===== config.mk =====
export PLATFORM = sky130hd
export DESIGN_NAME = light_separator_apb_master
export DESIGN_NICKNAME = d
export VERILOG_FILES = /design/src/rtl/light_separator_apb_master.sv
export SDC_FILE = /design/constraint.sdc
export NUM_CORES = 1
export LEC_CHECK = 0
export ABC_CLOCK_PERIOD_IN_PS = 3150
export CAP_MARGIN = 10
export CORE_AREA = 3 3 142 144
export CTS_BUF_LIST = sky130_fd_sc_hd__clkbuf_16
export CTS_CLUSTER_DIAMETER = 40
export CTS_CLUSTER_SIZE = 12
export DETAILED_ROUTE_END_ITERATION = 8
export DIE_AREA = 0 0 145 147
export PLACE_DENSITY = 0.71
export SLEW_MARGIN = 20
export SYNTH_ARGS = -nofsm -noshare
export SYNTH_HDL_FRONTEND = slang
export SYNTH_SLANG_ARGS = --single-unit

===== constraint.sdc =====
create_clock -name clk -period 3.15 [get_ports clk]
set_input_delay 0.7875 -clock clk [delete_from_list [all_inputs] [get_ports clk]]
set_output_delay 0.7875 -clock clk [all_outputs]
set_load 0.05 [all_outputs]

===== src/rtl/light_separator_apb_master.sv =====
`default_nettype none
// ============================================================================
// Module      : light_separator_apb_master
// Description : APB initiator for the Light Separator register port. Register
//               commands arrive on a valid/ready port, are buffered in a small
//               FIFO and issued as back-to-back two-cycle APB transfers
//               (SETUP, ACCESS) with no wait states.
// Revision    : 1.0 - initial release
// ============================================================================
module light_separator_apb_master #(
  parameter int Amba_Addr_Depth = 20,
  parameter int Amba_Word       = 16,
  parameter int CMD_DEPTH       = 4
) (
  input  logic                       clk,
  input  logic                       rst,
  input  logic                       cmd_valid,
  output logic                       cmd_ready,
  input  logic                       cmd_write,
  input  logic [Amba_Addr_Depth-1:0] cmd_addr,
  input  logic [Amba_Word-1:0]       cmd_wdata,
  output logic [Amba_Addr_Depth-1:0] PADDR,
  output logic                       PSEL,
  output logic                       PENABLE,
  output logic                       PWRITE,
  output logic [Amba_Word-1:0]       PWDATA,
  input  logic [Amba_Word-1:0]       PRDATA,
  output logic                       done,
  output logic                       done_read,
  output logic [Amba_Word-1:0]       rd_data,
  output logic                       busy
);

  localparam int PTR_W = (CMD_DEPTH > 1) ? $clog2(CMD_DEPTH) : 1;
  localparam int CNT_W = PTR_W + 1;
  localparam int CMD_W = 1 + Amba_Addr_Depth + Amba_Word;
  localparam logic [CNT_W-1:0] FULL_CNT = CNT_W'(CMD_DEPTH);

  typedef enum logic [1:0] {
    ST_IDLE   = 2'd0,
    ST_SETUP  = 2'd1,
    ST_ACCESS = 2'd2
  } state_t;

  state_t                     state_q, state_d;
  logic [CMD_W-1:0]           mem_q [CMD_DEPTH];
  logic [CMD_W-1:0]           mem_d [CMD_DEPTH];
  logic [PTR_W-1:0]           wr_ptr_q, wr_ptr_d;
  logic [PTR_W-1:0]           rd_ptr_q, rd_ptr_d;
  logic [CNT_W-1:0]           count_q, count_d;
  logic [Amba_Addr_Depth-1:0] paddr_q, paddr_d;
  logic                       psel_q, psel_d;
  logic                       penable_q, penable_d;
  logic                       pwrite_q, pwrite_d;
  logic [Amba_Word-1:0]       pwdata_q, pwdata_d;
  logic                       done_q, done_d;
  logic                       done_read_q, done_read_d;
  logic [Amba_Word-1:0]       rd_data_q, rd_data_d;

  logic                       fifo_full, fifo_empty, push, pop;
  logic                       head_write;
  logic [Amba_Addr_Depth-1:0] head_addr;
  logic [Amba_Word-1:0]       head_wdata;

  // FIFO status; no command is accepted while reset is held
  always_comb begin
    fifo_full  = (count_q == FULL_CNT);
    fifo_empty = (count_q == '0);
    cmd_ready  = rst && !fifo_full;
    push       = cmd_valid && cmd_ready;
    {head_write, head_addr, head_wdata} = mem_q[rd_ptr_q];
  end

  // FIFO storage, pointers and occupancy; push and pop together leave count unchanged
  always_comb begin
    mem_d    = mem_q;
    wr_ptr_d = wr_ptr_q;
    rd_ptr_d = rd_ptr_q;
    count_d  = count_q;
    if (push) begin
      mem_d[wr_ptr_q] = {cmd_write, cmd_addr, cmd_wdata};
      wr_ptr_d        = wr_ptr_q + PTR_W'(1);
    end
    if (pop) begin
      rd_ptr_d = rd_ptr_q + PTR_W'(1);
    end
    case ({push, pop})
      2'b10:   count_d = count_q + CNT_W'(1);
      2'b01:   count_d = count_q - CNT_W'(1);
      default: count_d = count_q;
    endcase
  end

  // APB sequencer: next state and registered bus outputs
  always_comb begin
    state_d     = state_q;
    paddr_d     = paddr_q;
    psel_d      = psel_q;
    penable_d   = penable_q;
    pwrite_d    = pwrite_q;
    pwdata_d    = pwdata_q;
    rd_data_d   = rd_data_q;
    done_d      = 1'b0;
    done_read_d = 1'b0;
    pop         = 1'b0;
    case (state_q)
      ST_IDLE: begin
        if (!fifo_empty) begin
          pop       = 1'b1;
          paddr_d   = head_addr;
          pwrite_d  = head_write;
          pwdata_d  = head_wdata;
          psel_d    = 1'b1;
          penable_d = 1'b0;
          state_d   = ST_SETUP;
        end
      end
      ST_SETUP: begin
        penable_d = 1'b1;
        state_d   = ST_ACCESS;
      end
      ST_ACCESS: begin
        done_d      = 1'b1;
        done_read_d = !pwrite_q;
        if (!pwrite_q) begin
          rd_data_d = PRDATA;
        end
        penable_d = 1'b0;
        if (!fifo_empty) begin
          // chain straight into the next SETUP with no idle cycle
          pop      = 1'b1;
          paddr_d  = head_addr;
          pwrite_d = head_write;
          pwdata_d = head_wdata;
          psel_d   = 1'b1;
          state_d  = ST_SETUP;
        end else begin
          psel_d  = 1'b0;
          state_d = ST_IDLE;
        end
      end
      default: begin
        psel_d    = 1'b0;
        penable_d = 1'b0;
        state_d   = ST_IDLE;
      end
    endcase
  end

  // Control and output registers; reset aborts any transfer and flushes the FIFO
  always_ff @(posedge clk) begin
    if (!rst) begin
      state_q     <= ST_IDLE;
      wr_ptr_q    <= '0;
      rd_ptr_q    <= '0;
      count_q     <= '0;
      paddr_q     <= '0;
      psel_q      <= 1'b0;
      penable_q   <= 1'b0;
      pwrite_q    <= 1'b0;
      pwdata_q    <= '0;
      done_q      <= 1'b0;
      done_read_q <= 1'b0;
      rd_data_q   <= '0;
    end else begin
      state_q     <= state_d;
      wr_ptr_q    <= wr_ptr_d;
      rd_ptr_q    <= rd_ptr_d;
      count_q     <= count_d;
      paddr_q     <= paddr_d;
      psel_q      <= psel_d;
      penable_q   <= penable_d;
      pwrite_q    <= pwrite_d;
      pwdata_q    <= pwdata_d;
      done_q      <= done_d;
      done_read_q <= done_read_d;
      rd_data_q   <= rd_data_d;
    end
  end

  // Command storage needs no reset: occupancy alone decides what is valid
  always_ff @(posedge clk) begin
    mem_q <= mem_d;
  end

  // Output drive
  always_comb begin
    PADDR     = paddr_q;
    PSEL      = psel_q;
    PENABLE   = penable_q;
    PWRITE    = pwrite_q;
    PWDATA    = pwdata_q;
    done      = done_q;
    done_read = done_read_q;
    rd_data   = rd_data_q;
    busy      = (state_q != ST_IDLE) || !fifo_empty;
  end

endmodule
`default_nettype wire


==> results of run 1 <==
[flip-flops by register name, indices dropped and copies added, names as in the netlist]
register and flops:
done_read 1, rd_ptr_q 2, mem_q 148, PWRITE 1, PADDR 20, wr_ptr_q 2, done 1, rd_data 16
count_q 3, PSEL 1, PWDATA 16, state_q 2
[critical path, stage by stage, from the launching register on]
cell             delay (ns)
dfxtp_1                0.37
nor3_4                 0.36
nand2_1                0.10
clkdlybuf4s50_1        0.72
[cell type report]
class | instances | area (µm²) | share of cell area (%)
Tap cell | 260 | 325 | 3.26
Clock inverter | 22 | 224 | 2.24
Clock buffer | 27 | 676 | 6.77
Timing Repair Buffer | 125 | 1260 | 12.6
Inverter | 10 | 37.5 | 0.376
Sequential cell | 213 | 5750 | 57.6
Multi-Input combinational cell | 168 | 1710 | 17.1
[final timing paths]
check | start | endpoint | slack, ns | depth (start not counted)
hold / removal | rd_data[1] | rd_data[1] | 0.45 | 2
setup reg to reg | count_q[0] | count_q[2] | 1.07 | 9
hold reg to reg | rd_data[1] | rd_data[1] | 0.45 | 2
setup / recovery | count_q[2] | busy | 0.31 | 3
[cells in the final DEF, fill, tap and decap left out, drive strengths merged, types with 3 or more instances in the layout]
master,netlist,final
nor2,8,8
bufinv,0,4
ha,5,5
and2,4,4
clkinv,0,10
clkbuf,5,27
a22o,37,37
a21oi,21,21
edfxtp,148,148
dfxtp,65,65
clkdlybuf4s50,0,113
mux4,37,37
nand2,36,36
buf,17,12
inv,10,15
clkinvlp,0,3
[metrics by stage]
step,power [mW],std cells,area [µm²]
after floorplan,5.72,413,7610
after global placement,6.57,776,9080
after detailed placement,6.64,776,9080
after CTS,9.68,825,9980
after global routing,9.97,825,9980
final,9.55,825,9980
[per-layer routing]
metal,part of all wire (%),vias to the layer above,track usage (%)
met5,0,-,0
met1,43,2064,17.8
li1,-,1878,-
met4,2.5,0,4.70
met2,50,119,24.0
met3,5.3,35,3.42
[logic make-up (layout without fill, tap and decap cells)]
family	count (synthesis)	in the layout	synth area share [%]
compound gates	64	64	6.23
fa+ha+maj	6	6	1.08
buf+inv	32	184	2.27
mux	39	39	11.2
xor+xnor	2	2	0.230
flops	213	213	75.5
simple gates	57	57	3.50
[power by group through the flow]
stage / Sequential [mW] / Clock (mW) / Combinational (mW)
CTS: 3.85 / 3.08 / 2.75
global route: 3.91 / 3.20 / 2.86
detailed placement: 3.91 / 0 / 2.74
finish: 3.83 / 3.01 / 2.71
global placement: 3.88 / 0 / 2.69
floorplan: 4.50 / 0 / 1.22
==> Flow_metrics.wiki, run 1 <==
{| class="wikitable"
! Metric !! Value
|-
| Total count of max-transition violations in the final report || 0
|-
| Post-synth top area share || between 50 and 60%
|-
| Share of the core filled with cells || about 53%
|-
| Maximum resistive drop on vdd || around 380 µV
|-
| Post-route clock period utilization || 90.2%
|-
| Final worst hold slack || around 0.45 ns
|-
| CTS tree || yes
|-
| Initial Utilization || 40.4%
|-
| Max transition margin || 28.4%
|-
| Fmax || 352 MHz
|-
| Worst-Skew Late Latency || between 0.5 and 0.6 ns
|-
| Net Sw Power || 3.10 mW
|-
| Clock Skews || between 0.009 and 0.01 ns
|-
| Setup total negative slack || 0 ns
|-
| Inserted Clock Buffers || 27
|-
| Relative area change from synthesis to final layout || 31.1%
|-
| Sinks on Clock Net || 213
|-
| Number of cells upsized or downsized after cts || 0
|-
| Per-instance average area after synthesis || 18.4 µm²
|-
| Synthesized cell area || 7610 µm²
|-
| Routed vias || 4096
|-
| Vias in the first global route || 4366
|-
| First-pass GRT wire length || 23.9 mm
|-
| Global-route total usage across every layer || 14.1%
|-
| Pin count of the biggest net entering global routing || between 40 and 50
|-
| Fill cell instance count of the final layout || between 1k and 1.5k
|-
| Number of hold violations in the final report || 0
|-
| Total power density per cell area || about 960 nW/µm²
|-
| N_diodes || 0
|-
| Kind of path behind the tightest hold check || flop to flop
|-
| Syn Nets || 475
|-
| Sequential group share of total power || 40.2%
|-
| Post-synthesis cell type count || 30
|-
| Top_reg_cell synth || edfxtp_1
|-
| Maximum root-to-sink buffer count || 3
|-
| Number of H-tree levels || 1
|-
| Detailed Route Iter0 Violations || 179
|-
| Leak Pwr || 3.34 nW
|-
| I/O pin cnt || 115
|-
| Die Y || 147 µm
|-
| Die Outline Area || between 20000 and 25000 µm²
|-
| Most numerous cell types in the synthesized netlist || 148 x edfxtp_1, 65 x dfxtp_1, 37 x a22o_1, 37 x mux4_2, 36 x nand2_1
|-
| Post-placement setup slack || 0.188 ns
|-
| Core box area || 18800 µm²
|-
| Sequential share of the synthesized area || roughly 75%
|-
| Placement row count || 50
|-
| CTS Hold Bufs || 0
|-
| Quantity of I/O buffers inserted on ports || 114
|-
| Worst-margin pin slew || 1.07 ns
|-
| Crit path capture type || primary output
|-
| Remaining Overflow, GRT || 0
|-
| # Max-Cap Violations || 0
|-
| Combinational fraction of design power || 28.4%
|-
| Clock transition at path regs || roughly 0.050 ns
|-
| Final critical-path required period || between 2 and 3 ns
|-
| Average wire per standard cell || 18.1 µm
|-
| Worst Setup Start Kind || flop
|-
| Largest cells by area after synthesis || edfxtp_1 58%, dfxtp_1 17%, mux4_2 11%
|-
| Maximum fanout encountered on the critical timing path || 8
|-
| Run status || finished, final reports clean
|-
| Layout cell share with drive strength beyond 1 || a little under a fifth
|-
| Cells after synthesis || 413
|-
| Worst Path Required || around 2.4 ns
|-
| HPWL after DPL || 9.07 mm
|-
| CP Data Arrival Time || between 2 and 2.5 ns
|-
| Routability congestion estimate from global placement || 0.746
|-
| Cell type with the highest aggregate area in the netlist || edfxtp_1
|-
| Cell with the most instances after synthesis || edfxtp_1
|-
| Drc violations || 0
|-
| Number of antenna violations at the first check in global routing || 0
|-
| Syn. warnings || 0
|-
| Post-CTS repair timing setup buffer count || 0
|-
| Internal power consumption || 6.44 mW
|-
| Final setup violation count || 0
|-
| Residual antenna-violating net count after detailed routing || 0
|-
| Flip-flop and latch count after synthesis || 213
|-
| Setup repair after global routing missed its margin || false
|-
| Final net count || 607
|-
| Share of flip-flops with an asynchronous set or reset after synthesis || 0%
|-
| Critical path type || flop to primary output
|-
| Number of flops mapped to enable cells by yosys || about 150
|-
| WL final || 14.9 mm
|-
| Switching power as a share of total power || 32.5%
|-
| Horizontal die dimension || 145 µm
|-
| Library cell used as clock root buffer || clkbuf_16
|-
| Via density per instance || 4.96
|-
| Detailed-router iteration count before antenna repair || 4
|-
| Clock share of power || 31.5%
|-
| Worst path setup slack after routing || 0.309 ns
|}
Power figures use the tool's default switching activity.
==> run 2, diff against run 1 <==
- ABC_CLOCK_PERIOD_IN_PS: 3150 -> 3400
- clock period: 3.15 -> 3.4 ns (I/O delays scaled with it)
==> run 2 against run 1 <==
Effect of this change: core utilization is 0.49 points lower; register-to-register slack better by 0.18 ns; non-clock buffer count is 3 lower; sequential share of layout area is 0.53 points higher; die area stayed put; cell count is 0.48% lower; sequential power is 7.3% lower; worst setup slack better by 0.20 ns; critical endpoint is now cmd_ready.
==> Flow_metrics.wiki, run 2 (same netlist as run 1, synthesis figures left out) <==
{| class="wikitable"
! Metric !! Value
|-
| Total count of max-transition violations in the final report || 0 (unchanged)
|-
| Library cell used as clock root buffer || clkbuf_16
|-
| Number of H-tree levels || 1 (unchanged)
|-
| Post-route non-filler standard cell count || 821 (-0.48%)
|-
| WL final || 14.9 mm (-0.10%)
|-
| Number of hold violations in the final report || 0 (unchanged)
|-
| Highest-count cells in the layout ignoring fill and taps || 148 x edfxtp_1, 113 x clkdlybuf4s50_1, 63 x dfxtp_1
|-
| End of the critical path || cmd_ready
|-
| First-pass GRT wire length || 24.0 mm (+0.35%)
|-
| N_diodes || 0 (unchanged)
|-
| CTS Hold Bufs || 0 (unchanged)
|-
| Horizontal die dimension || 145 µm (unchanged)
|-
| Total power density per cell area || 863 nW/µm² (-9.8%)
|-
| Leak Pwr || 3.30 nW (-1.3%)
|-
| Startpoint of the most critical register-to-register path || count_q[2]
|-
| Sinks on Clock Net || 213 (unchanged)
|-
| Worst Path Required || 2.55 ns (+0.19 ns)
|-
| R2r setup slk || 1.25 ns (+0.18 ns)
|-
| Initial Utilization || 40.4% (unchanged)
|-
| Residual antenna-violating net count after detailed routing || 0 (unchanged)
|-
| Remaining Overflow, GRT || 0 (unchanged)
|-
| Sum of internal, switching and leakage power || 8.53 mW (-11%)
|-
| Final worst hold slack || 0.455 ns (+0.000506 ns)
|-
| Slowest cell on the critical path || clkdlybuf4s50_1
|-
| R2r worst-path depth || 8 (-1)
|-
| Number of antenna violations at the first check in global routing || 0 (unchanged)
|-
| Top cell family by delay on the critical path || buffers and inverters
|-
| Quantity of I/O buffers inserted on ports || 114 (unchanged)
|-
| Routability congestion estimate from global placement || 0.738 (-1.1%)
|-
| Vias in the first global route || 4497 (+3.0%)
|-
| Worst-Skew Late Latency || 0.51 ns (about the same)
|-
| Setup repair after global routing missed its margin || false
|-
| Pin count of the biggest net entering global routing || 41 (unchanged)
|-
| I/O pin cnt || 115 (unchanged)
|-
| Source of the worst hold timing path || rd_data[4]
|-
| Core box area || 18800 µm² (unchanged)
|-
| Kind of path behind the tightest hold check || flop to flop
|-
| Clock Skews || 0.0128 ns (+0.00311 ns)
|-
| Post-route clock period utilization || ~85%
|-
| Relative area change from synthesis to final layout || 29.9%
|-
| Number of flip-flops in the largest register || 148 (unchanged)
|-
| Drc violations || 0 (unchanged)
|-
| Average wire per standard cell || 18.2 µm (+0.39%)
|-
| Number of cells upsized or downsized after cts || 0 (unchanged)
|-
| Fmax || around 350 MHz
|-
| Post-placement setup slack || 0.265 ns (+0.0777 ns)
|-
| Crit path depth || 4 (+1)
|-
| Max transition margin || 31.4% (+3.0 points)
|-
| Die Y || 147 µm (unchanged)
|-
| Largest register by flop count || mem_q
|-
| Layout cell share with drive strength beyond 1 || 17.8% (-0.58 points)
|-
| End of the worst register-to-register path || count_q[2]
|-
| Worst Setup Start Kind || primary input
|-
| Post-CTS repair timing setup buffer count || 0 (unchanged)
|-
| Startpoint of the most critical setup path || rst
|-
| Worst-margin pin slew || 1.03 ns (-0.0449 ns)
|-
| Placement row count || 50 (unchanged)
|-
| Maximum root-to-sink buffer count || 3 (unchanged)
|-
| Worst path setup slack after routing || 0.505 ns (+0.195 ns)
|-
| Final net count || 603 (-0.66%)
|-
| Global-route total usage across every layer || 14.0% (-0.052 points)
|-
| Most common cell after layout, fill and taps aside || edfxtp_1
|-
| Die Outline Area || 21300 µm² (unchanged)
|-
| Total placed cells including tap cells || 773 (-0.39%)
|-
| Clock transition at path regs || 0.05 ns (about the same)
|-
| Final setup violation count || 0 (unchanged)
|-
| Run status || finished, final reports clean
|-
| Routed vias || 4074 (-0.54%)
|-
| CP Data Arrival Time || 2.05 ns (about the same)
|-
| Via density per instance || 4.96 (about the same)
|-
| Stage delay of the slowest cell on the critical path || 0.62 ns (-0.10 ns)
|-
| Maximum fanout encountered on the critical timing path || 9 (+1)
|-
| HPWL after DPL || 9.12 mm (+0.53%)
|-
| Setup total negative slack || 0 ns (unchanged)
|-
| Final critical-path required period || slightly below 3 ns
|-
| # Max-Cap Violations || 0 (unchanged)
|-
| Crit path buf inv count || 3 (+2)
|-
| Detailed-router iteration count before antenna repair || 6 (+2)
|-
| Critical path cell sequence || clkdlybuf4s50_1 > inv_2 > a21oi_1 > buf_12
|-
| Critical path type || primary input to primary output
|-
| Maximum resistive drop on vdd || 392 µV (+2.1%)
|-
| CTS tree || yes
|-
| Crit path capture type || primary output
|-
| Inserted Clock Buffers || 26 (-3.7%)
|-
| Detailed Route Iter0 Violations || 203 (+13%)
|}
[run 2: cell count changes in the layout (fill, tap and decap cells not counted)]
cell        before  now
inv_2            2    4
clkinv_2         4    6
buf_4            9    4
buf_12           3    5
bufinv_16        4    0
clkbuf_16       27   28
clkinvlp_4       3    2
clkinv_4         3    2
[run 2: how the worst min path moves through the flow]
| stage | end | slack [ns] | depth (start not counted) |
|---|---|---|---|
| finish | rd_data[4] | 0.46 | 2 |
| global route | rd_data[9] | 0.47 | 2 |
| CTS | rd_data[4] | 0.46 | 2 |
| detailed placement | rd_data[4] | 0.45 | 2 |
| global placement | rd_data[15] | 0.44 | 2 |
| floorplan | wr_ptr_q[1] | 0.47 | 2 |
[run 2: stage by stage]
| step | cell area, µm² | utilization (%) |
|---|---|---|
| 6_report | 9890 | 52.5 |
| 5_1_grt | 9890 | 52.5 |
| 3_5_place_dp | 9080 | 48.2 |
| 2_1_floorplan | 7610 | - |
| 3_3_place_gp | 9080 | 48.2 |
| 4_1_cts | 9890 | 52.5 |
[run 2: routing by layer]
metal  track usage [%]  wire length (µm)
met1              16.6              5920
met2              24.7              7510
met3              4.38              1180
met4              4.37               304
met5                 0                 0
[run 2: worst register-to-register path, stage by stage (launching register included)]
cell	delay, ns
dfxtp_1	0.44
nor3_4	0.11
nor2_1	0.17
ha_1	0.23
inv_1	0.07
fa_1	0.38
xor2_1	0.19
or3_1	0.32
a21oi_1	0.18
[run 2: area by class of cell]
class,instances,area [µm²]
sequential,213,5750
timing repair buffer,122,1260
multi-input combinational,168,1710
fill,1482,8940
tap,260,325
clock inverter,20,105
inverter,10,37.5
clock buffer,28,701
[run 2: where the power goes]
part	total, mW	internal, mW	switching (mW)
registers	3.55	3.17	0.384
clock network	2.49	1.49	1.00
logic	2.50	1.04	1.45
total	8.53	5.70	2.84
==> run 3, diff against run 2 <==
- CORE_AREA: 3 3 142 144 -> 3 3 156 158
- DIE_AREA: 0 0 145 147 -> 0 0 159 161
- PLACE_DENSITY: 0.71 -> 0.62
==> run 3 against run 2 <==
Effect of this change: wire length rose by 4.1%; power rose by 6.4%; largest cell class unchanged; core utilization fell by 8.7 points; clock skew rose by 0.0060 ns; cell count rose by 8.4%; critical path type is now flop to primary output; critical endpoint is now busy; sequential share of layout area fell by 1.7 points; worst setup slack got worse by 0.017 ns; largest power group unchanged; combinational power barely moved; sequential power barely moved; hold slack got worse by 0.0020 ns; first-iteration DRC count rose by 45%; die area rose by 20%.
==> Flow_metrics.wiki, run 3 (same netlist as run 1, synthesis figures left out) <==
{| class="wikitable"
! Metric !! Value
|-
| Via density per instance || 4.60 (-7.3%)
|-
| Clock Skews || 0.0187 ns (+0.00597 ns)
|-
| Worst Setup Start Kind || flop
|-
| Routability congestion estimate from global placement || 0.746 (+0.96%)
|-
| Detailed Route Iter0 Violations || 294 (+45%)
|-
| Drc violations || 0 (unchanged)
|-
| Worst path setup slack after routing || 0.487 ns (-0.0174 ns)
|-
| Startpoint of the most critical register-to-register path || count_q[2]
|-
| Sum of internal, switching and leakage power || 9.08 mW (+6.4%)
|-
| First-pass GRT wire length || 24.4 mm (+1.8%)
|-
| Layout cell share with drive strength beyond 1 || 19.8% (+2.0 points)
|-
| Residual antenna-violating net count after detailed routing || 0 (unchanged)
|-
| Pin count of the biggest net entering global routing || 41 (unchanged)
|-
| HPWL after DPL || 9.44 mm (+3.6%)
|-
| Most common cell after layout, fill and taps aside || edfxtp_1
|-
| WL final || 15.5 mm (+4.1%)
|-
| Run status || finished, final reports clean
|-
| Worst-Skew Late Latency || 0.54 ns (+0.03 ns)
|-
| # Max-Cap Violations || 0 (unchanged)
|-
| Core box area || 23300 µm² (+24%)
|-
| Die Outline Area || 25600 µm² (+20%)
|-
| Detailed-router iteration count before antenna repair || 4 (-2)
|-
| Number of H-tree levels || 1 (unchanged)
|-
| Post-route clock period utilization || 85.7% (+0.51 points)
|-
| CTS tree || yes
|-
| Post-route non-filler standard cell count || 890 (+8.4%)
|-
| Setup repair after global routing missed its margin || false
|-
| Routed vias || 4092 (+0.44%)
|-
| Worst-margin pin slew || 1.09 ns (+0.0628 ns)
|-
| Total placed cells including tap cells || 833 (+7.8%)
|-
| I/O pin cnt || 115 (unchanged)
|-
| Final critical-path required period || 2.91 ns (+0.0174 ns)
|-
| Sinks on Clock Net || 213 (unchanged)
|-
| Number of flip-flops in the largest register || 148 (unchanged)
|-
| R2r worst-path depth || 8 (unchanged)
|-
| Maximum fanout encountered on the critical timing path || 8 (-1)
|-
| Setup total negative slack || 0 ns (unchanged)
|-
| Relative area change from synthesis to final layout || 33.8%
|-
| Kind of path behind the tightest hold check || flop to flop
|-
| Library cell used as clock root buffer || clkbuf_16
|-
| End of the worst register-to-register path || count_q[2]
|-
| Total count of max-transition violations in the final report || 0 (unchanged)
|-
| Highest-count cells in the layout ignoring fill and taps || 148 x edfxtp_1, 113 x clkdlybuf4s50_1, 63 x dfxtp_1
|-
| Final setup violation count || 0 (unchanged)
|-
| CP Data Arrival Time || 2.06 ns (about the same)
|-
| Total power density per cell area || 891 nW/µm² (+3.2%)
|-
| Final net count || 608 (+0.83%)
|-
| Average wire per standard cell || 17.4 µm (-4.0%)
|-
| Post-placement setup slack || 0.282 ns (+0.0168 ns)
|-
| Die Y || 161 µm (+9.5%)
|-
| Cells on Worst Hold Path || 2 (unchanged)
|-
| Maximum root-to-sink buffer count || 3 (unchanged)
|-
| Clock transition at path regs || 0.06 ns (about the same)
|-
| Maximum resistive drop on vdd || 407 µV (+4.0%)
|-
| Placement row count || 56 (+12%)
|-
| Number of cells upsized or downsized after cts || 0 (unchanged)
|-
| Initial Utilization || 32.7% (-7.7 points)
|-
| Leak Pwr || 3.40 nW (+3.1%)
|-
| CTS Hold Bufs || 0 (unchanged)
|-
| R2r setup slk || 1.23 ns (-0.02 ns)
|-
| Horizontal die dimension || 159 µm (+9.7%)
|-
| Fmax || 343 MHz (-0.60%)
|-
| Worst Path Required || 2.55 ns (about the same)
|-
| Largest register by flop count || mem_q
|-
| Global-route total usage across every layer || 12.1% (-1.9 points)
|-
| Post-CTS repair timing setup buffer count || 0 (unchanged)
|-
| Number of antenna violations at the first check in global routing || 0 (unchanged)
|-
| Crit path capture type || primary output
|-
| Worst hold path endpoint || rd_data[7]
|-
| Max transition margin || 27.2% (-4.2 points)
|-
| Vias in the first global route || 4383 (-2.5%)
|-
| Remaining Overflow, GRT || 0 (unchanged)
|-
| Source of the worst hold timing path || rd_data[7]
|-
| Quantity of I/O buffers inserted on ports || 114 (unchanged)
|-
| Number of hold violations in the final report || 0 (unchanged)
|-
| Inserted Clock Buffers || 30 (+15%)
|-
| Critical path type || flop to primary output
|}
run 3: layout make-up:
| cell class | instances | area (µm²) |
|---|---|---|
| inverters | 10 | 37.5 |
| multi-input cells | 168 | 1710 |
| diodes | 1 | 2.50 |
| clock inverters | 24 | 208 |
| well taps | 319 | 399 |
| repair buffers | 123 | 1280 |
| flip-flops and latches | 213 | 5750 |
| clock buffers | 32 | 801 |
| fillers | 2088 | 13100 |
run 3: how the worst max path moves through the flow:
stage / startpoint / to / cells after the start
after CTS: count_q[2] / busy / 3
after detailed placement: rst / count_q[2] / 10
final: count_q[2] / busy / 3
after floorplan: rst / cmd_ready / 3
after global placement: rst / count_q[2] / 10
after global routing: count_q[2] / busy / 3
run 3: through the flow:
stage               hold slack (ns)  util (%)  cell area (µm²)
global placement              0.442      39.4             9170
finish                        0.453      43.8            10200
floorplan                     0.468         -             7610
global route                  0.479      43.8            10200
CTS                           0.455      43.8            10200
detailed placement            0.447      39.4             9170
run 3: per-layer routing:
metal / up-vias / global-route usage (%) / routed length, µm
li1: 1893 / - / -
met1: 2054 / 15.0 / 6580
met2: 124 / 20.7 / 7660
met3: 21 / 3.46 / 994
met4: 0 / 3.62 / 287
met5: - / 0 / 0
run 3: critical path, stage by stage, from the launching register on:
cell,delay [ns]
dfxtp_1,0.37
nor3_4,0.36
nand2_1,0.09
clkdlybuf4s50_1,0.72
run 3: where the power goes:
| group | switching [mW] | internal [mW] | leakage, nW |
|---|---|---|---|
| combinational | 1.46 | 1.05 | 1.02 |
| clock | 1.14 | 1.88 | 0.511 |
| sequential | 0.386 | 3.17 | 1.88 |
| total | 2.98 | 6.10 | 3.40 |
==> variant 1, RTL diff (config.mk and constraints of run 3) <==
The parameter `Amba_Word` goes from 16 to 32.
--- a/src/rtl/light_separator_apb_master.sv
+++ b/src/rtl/light_separator_apb_master.sv
@@ -9,7 +9,7 @@
 // ============================================================================
 module light_separator_apb_master #(
   parameter int Amba_Addr_Depth = 20,
-  parameter int Amba_Word       = 16,
+  parameter int Amba_Word       = 32,
   parameter int CMD_DEPTH       = 4
 ) (
   input  logic                       clk,
Ports: changed (resized PRDATA, PWDATA, cmd_wdata and rd_data); port bits go from 115 to 179. The function was not compared with the original's and may differ.
==> variant 1 against run 3 <==
- final area is 43% higher
- wire length is 46% higher
- global-route usage is 5.6 points higher
- setup slack worse by 29 ps
- sequential cell count is 96 higher
- via count is 48% higher
- die area stayed put
- area after synthesis is 45% higher
- total power is 41% higher
==> variant 1: results (changes against run 3) <==
| Metric | Value |
|---|---|
| Status | `complete, no violations` |
| Vias in the first global route | `6324 (+44%)` |
| Largest net degree at the start of global routing | `56 (+37%)` |
| Worst-Margin Slew | `832 ps (-260 ps)` |
| CP arrival | `2090 ps (+30 ps)` |
| First-pass GRT wire length | `35600 um (+46%)` |
| Placed cell count | `1080 (+30%)` |
| DR vias/cell | `5.26 (+14%)` |
| Share of cells above drive strength 1 | `17.6% (-2.2 points)` |
| Total Routed Length | `22600 um (+46%)` |
| Hpwl dp | `13900 um (+47%)` |
| Initial antenna violation count | `2 (+2)` |
| Final period util | `86.5% (+0.86 points)` |
| R2r setup slk | `1300 ps (+70 ps)` |
| Routed wire length per instance | `19.6 um (+12%)` |
| Inserted Clock Buffers | `40 (+33%)` |
| Htree depth | `2 (+1)` |
| Syn_nets | `696 (+47%)` |
| Total Nets Final | `898 (+48%)` |
| Pre-CTS setup slack | `289 ps (+6.95 ps)` |
| Critical Path Source | `rst` |
| Post-synthesis cell type count | `32 (+6.7%)` |
| Layout fillers | `1724 (-17%)` |
| Register area share after synthesis | `75.4% (-0.091 points)` |
| Worst-skew pair later-pin latency | `520 ps (-20 ps)` |
| Hold Crit Start | `rd_data[2]$_SDFFE_PN0P_` |
| Iteration-0 DRC Markers | `318 (+8.2%)` |
| Number of synthesized flops with an enable pin | `212 (+43%)` |
| Synth area leaders | `edfxtp_1 (58%), dfxtp_1 (18%), mux4_2 (11%)` |
| Routability cong. | `0.848 (+14%)` |
| Max VDD drop | `440 uV (+8.0%)` |
| Max FO, Critical Path | `10 (+2)` |
-- variant 1: cells by family (layout without fill, tap and decap cells) --
logic type,after synthesis,after routing,synth area share [%]
DFF,309,309,75.4
AOI/OAI and AO/OA,96,96,6.30
and+or+nand+nor,89,89,3.61
muxes,55,55,11.0
buffers and inverters,45,278,2.75
adders and majority gates,6,6,0.749
xor gates and xnor gates,2,2,0.159
-- variant 1: final cells by class --
cell class / count / share of cell area, %
inverter: 10 / 0.258
clock buffer: 41 / 7.06
tap: 319 / 2.75
multi-input combinational: 248 / 16.7
clock inverter: 32 / 2.15
sequential: 309 / 57.2
timing repair buffer: 195 / 13.9
-- variant 1: worst max-delay path: cells and delay by family --
| family | cells | cell delay, ps |
|---|---|---|
| AO/OA/AOI/OAI | 1 | 250 |
| buffers and inverters | 3 | 990 |
-- variant 1: per-stage QoR --
| stage | hold WS [ps] | cell area [um2] | util, % |
|---|---|---|---|
| finish | 454 | 14500 | 62.4 |
| global route | 474 | 14500 | 62.4 |
| global placement | 443 | 13200 | 56.6 |
| floorplan | 468 | 11000 | - |
| detailed placement | 450 | 13200 | 56.6 |
| CTS | 458 | 14500 | 62.3 |
-- variant 1: final timing paths --
kind | endpoint | cells after the start
setup / recovery | cmd_ready | 4
hold / removal | rd_data[2]$_SDFFE_PN0P_ | 2
setup reg to reg | count_q[2]$_SDFFE_PN0P_ | 8
hold reg to reg | rd_data[2]$_SDFFE_PN0P_ | 2
-- variant 1: power by group --
part	switching [W]	internal (W)
clock	0.00151	0.00259
sequential	0.000444	0.00457
combinational	0.00218	0.00152
total	0.00414	0.00868
-- variant 1: metal layers --
layer  vias up  routed length [um]  GRT usage [%]
li1       2769                   -              -
met1      3046                9420           22.3
met2       206               11200           29.7
met3        43                1460           4.85
met4         4                 485           6.21
met5         -                  34              0
==> variant 2, RTL diff (flow settings as in run 3) <==
Made on the original files. Re-encode `state_t` (3 states) as one-hot, 3 bits wide.
--- a/src/rtl/light_separator_apb_master.sv
+++ b/src/rtl/light_separator_apb_master.sv
@@ -36,10 +36,10 @@
   localparam int CMD_W = 1 + Amba_Addr_Depth + Amba_Word;
   localparam logic [CNT_W-1:0] FULL_CNT = CNT_W'(CMD_DEPTH);
 
-  typedef enum logic [1:0] {
-    ST_IDLE   = 2'd0,
-    ST_SETUP  = 2'd1,
-    ST_ACCESS = 2'd2
+  typedef enum logic [2:0] {
+    ST_IDLE   = 3'b001,
+    ST_SETUP  = 3'b010,
+    ST_ACCESS = 3'b100
   } state_t;
 
   state_t                     state_q, state_d;
Check against the original RTL: same outputs for any inputs over 4 cycles, from zero or initial values and one cycle with rst low; so few cycles prove little.
==> variant 2 against run 3 <==
- wire length up 15%
- total power down 3.2%
- sequential cell count up 2
- non-clock buffer count up 7
- final area up 3.9%
- setup slack worse by 25 ps
- via count up 13%
- maximum frequency down 0.84%
- area after synthesis up 6.1%
- register-to-register slack worse by 160 ps
- clock skew up 8.1 ps
==> variant 2: results (changes against run 3) <==
| Metric | Value |
|---|---|
| Total Nets Final | `663 (+9.0%)` |
| Status | `complete, no violations` |
| Met3 routed WL | `1110 um (+12%)` |
| Pleak | `3.86 nW (+14%)` |
| Register area share after synthesis | `71.6% (-3.8 points)` |
| CP arrival | `2090 ps (+30 ps)` |
| Inserted Clock Buffers | `28 (-6.7%)` |
| ANT cells | `0 (-1)` |
| Synth area leaders | `edfxtp_1 (55%), dfxtp_1 (17%), mux4_2 (10%)` |
| Syn_nets | `538 (+13%)` |
| Placed cell count | `890 (+6.8%)` |
| Critical Path Source | `state_q[0]$_SDFFE_PN1P_` |
| Total Routed Length | `17800 um (+15%)` |
| Worst Hold End | `rd_data[2]$_SDFFE_PN0P_` |
| Final min period | `2940 ps (+24.7 ps)` |
| RR Startpoint | `state_q[1]$_SDFFE_PN0P_` |
| Placed Area | `0.00967 mm2 (+5.5%)` |
| Pre-CTS setup slack | `467 ps (+185 ps)` |
| Total GRT Usage | `13.9% (+1.8 points)` |
| Post-synthesis cell type count | `33 (+10%)` |
| Met3 GRT Util | `3.49% (+0.026 points)` |
| Iteration-0 DRC Markers | `352 (+20%)` |
| Routed length on met2 | `8790 um (+15%)` |
| GR Util met1 | `17.9% (+2.9 points)` |
| Worst-Margin Slew | `1060 ps (-35.0 ps)` |
| Vias in the first global route | `4905 (+12%)` |
| Share of cells above drive strength 1 | `18.0% (-1.8 points)` |
| R2r setup slk | `1070 ps (-160 ps)` |
-- variant 2: cell families (layout without fill, tap and decap cells) --
group	count (synthesis)	in the layout	synth area share, %
AO/OA/AOI/OAI	100	100	9.76
XOR/XNOR	3	3	0.325
adder cells (fa/ha/maj)	6	6	1.02
buffers and inverters	45	192	2.29
flip-flops	215	215	71.6
multiplexers	41	41	10.8
AND/OR/NAND/NOR	66	66	4.14
-- variant 2: critical path, stage by stage (launching register included) --
cell and delay [ps]:
dfxtp_1 490, nand2b_1 160, nand3b_1 190, clkdlybuf4s50_1 720
-- variant 2: layout make-up --
class | instances | area, um2
clock buffers | 28 | 701
clock inverters | 24 | 203
fillers | 2048 | 12700
inverters | 10 | 37.5
multi-input cells | 216 | 2130
flip-flops and latches | 215 | 5790
well taps | 319 | 399
repair buffers | 130 | 1320
-- variant 2: where the power goes --
group,switching (W),total [W],internal (W)
combinational,0.00154,0.00256,0.00101
clock,0.00109,0.00277,0.00167
sequential,0.000322,0.00347,0.00315
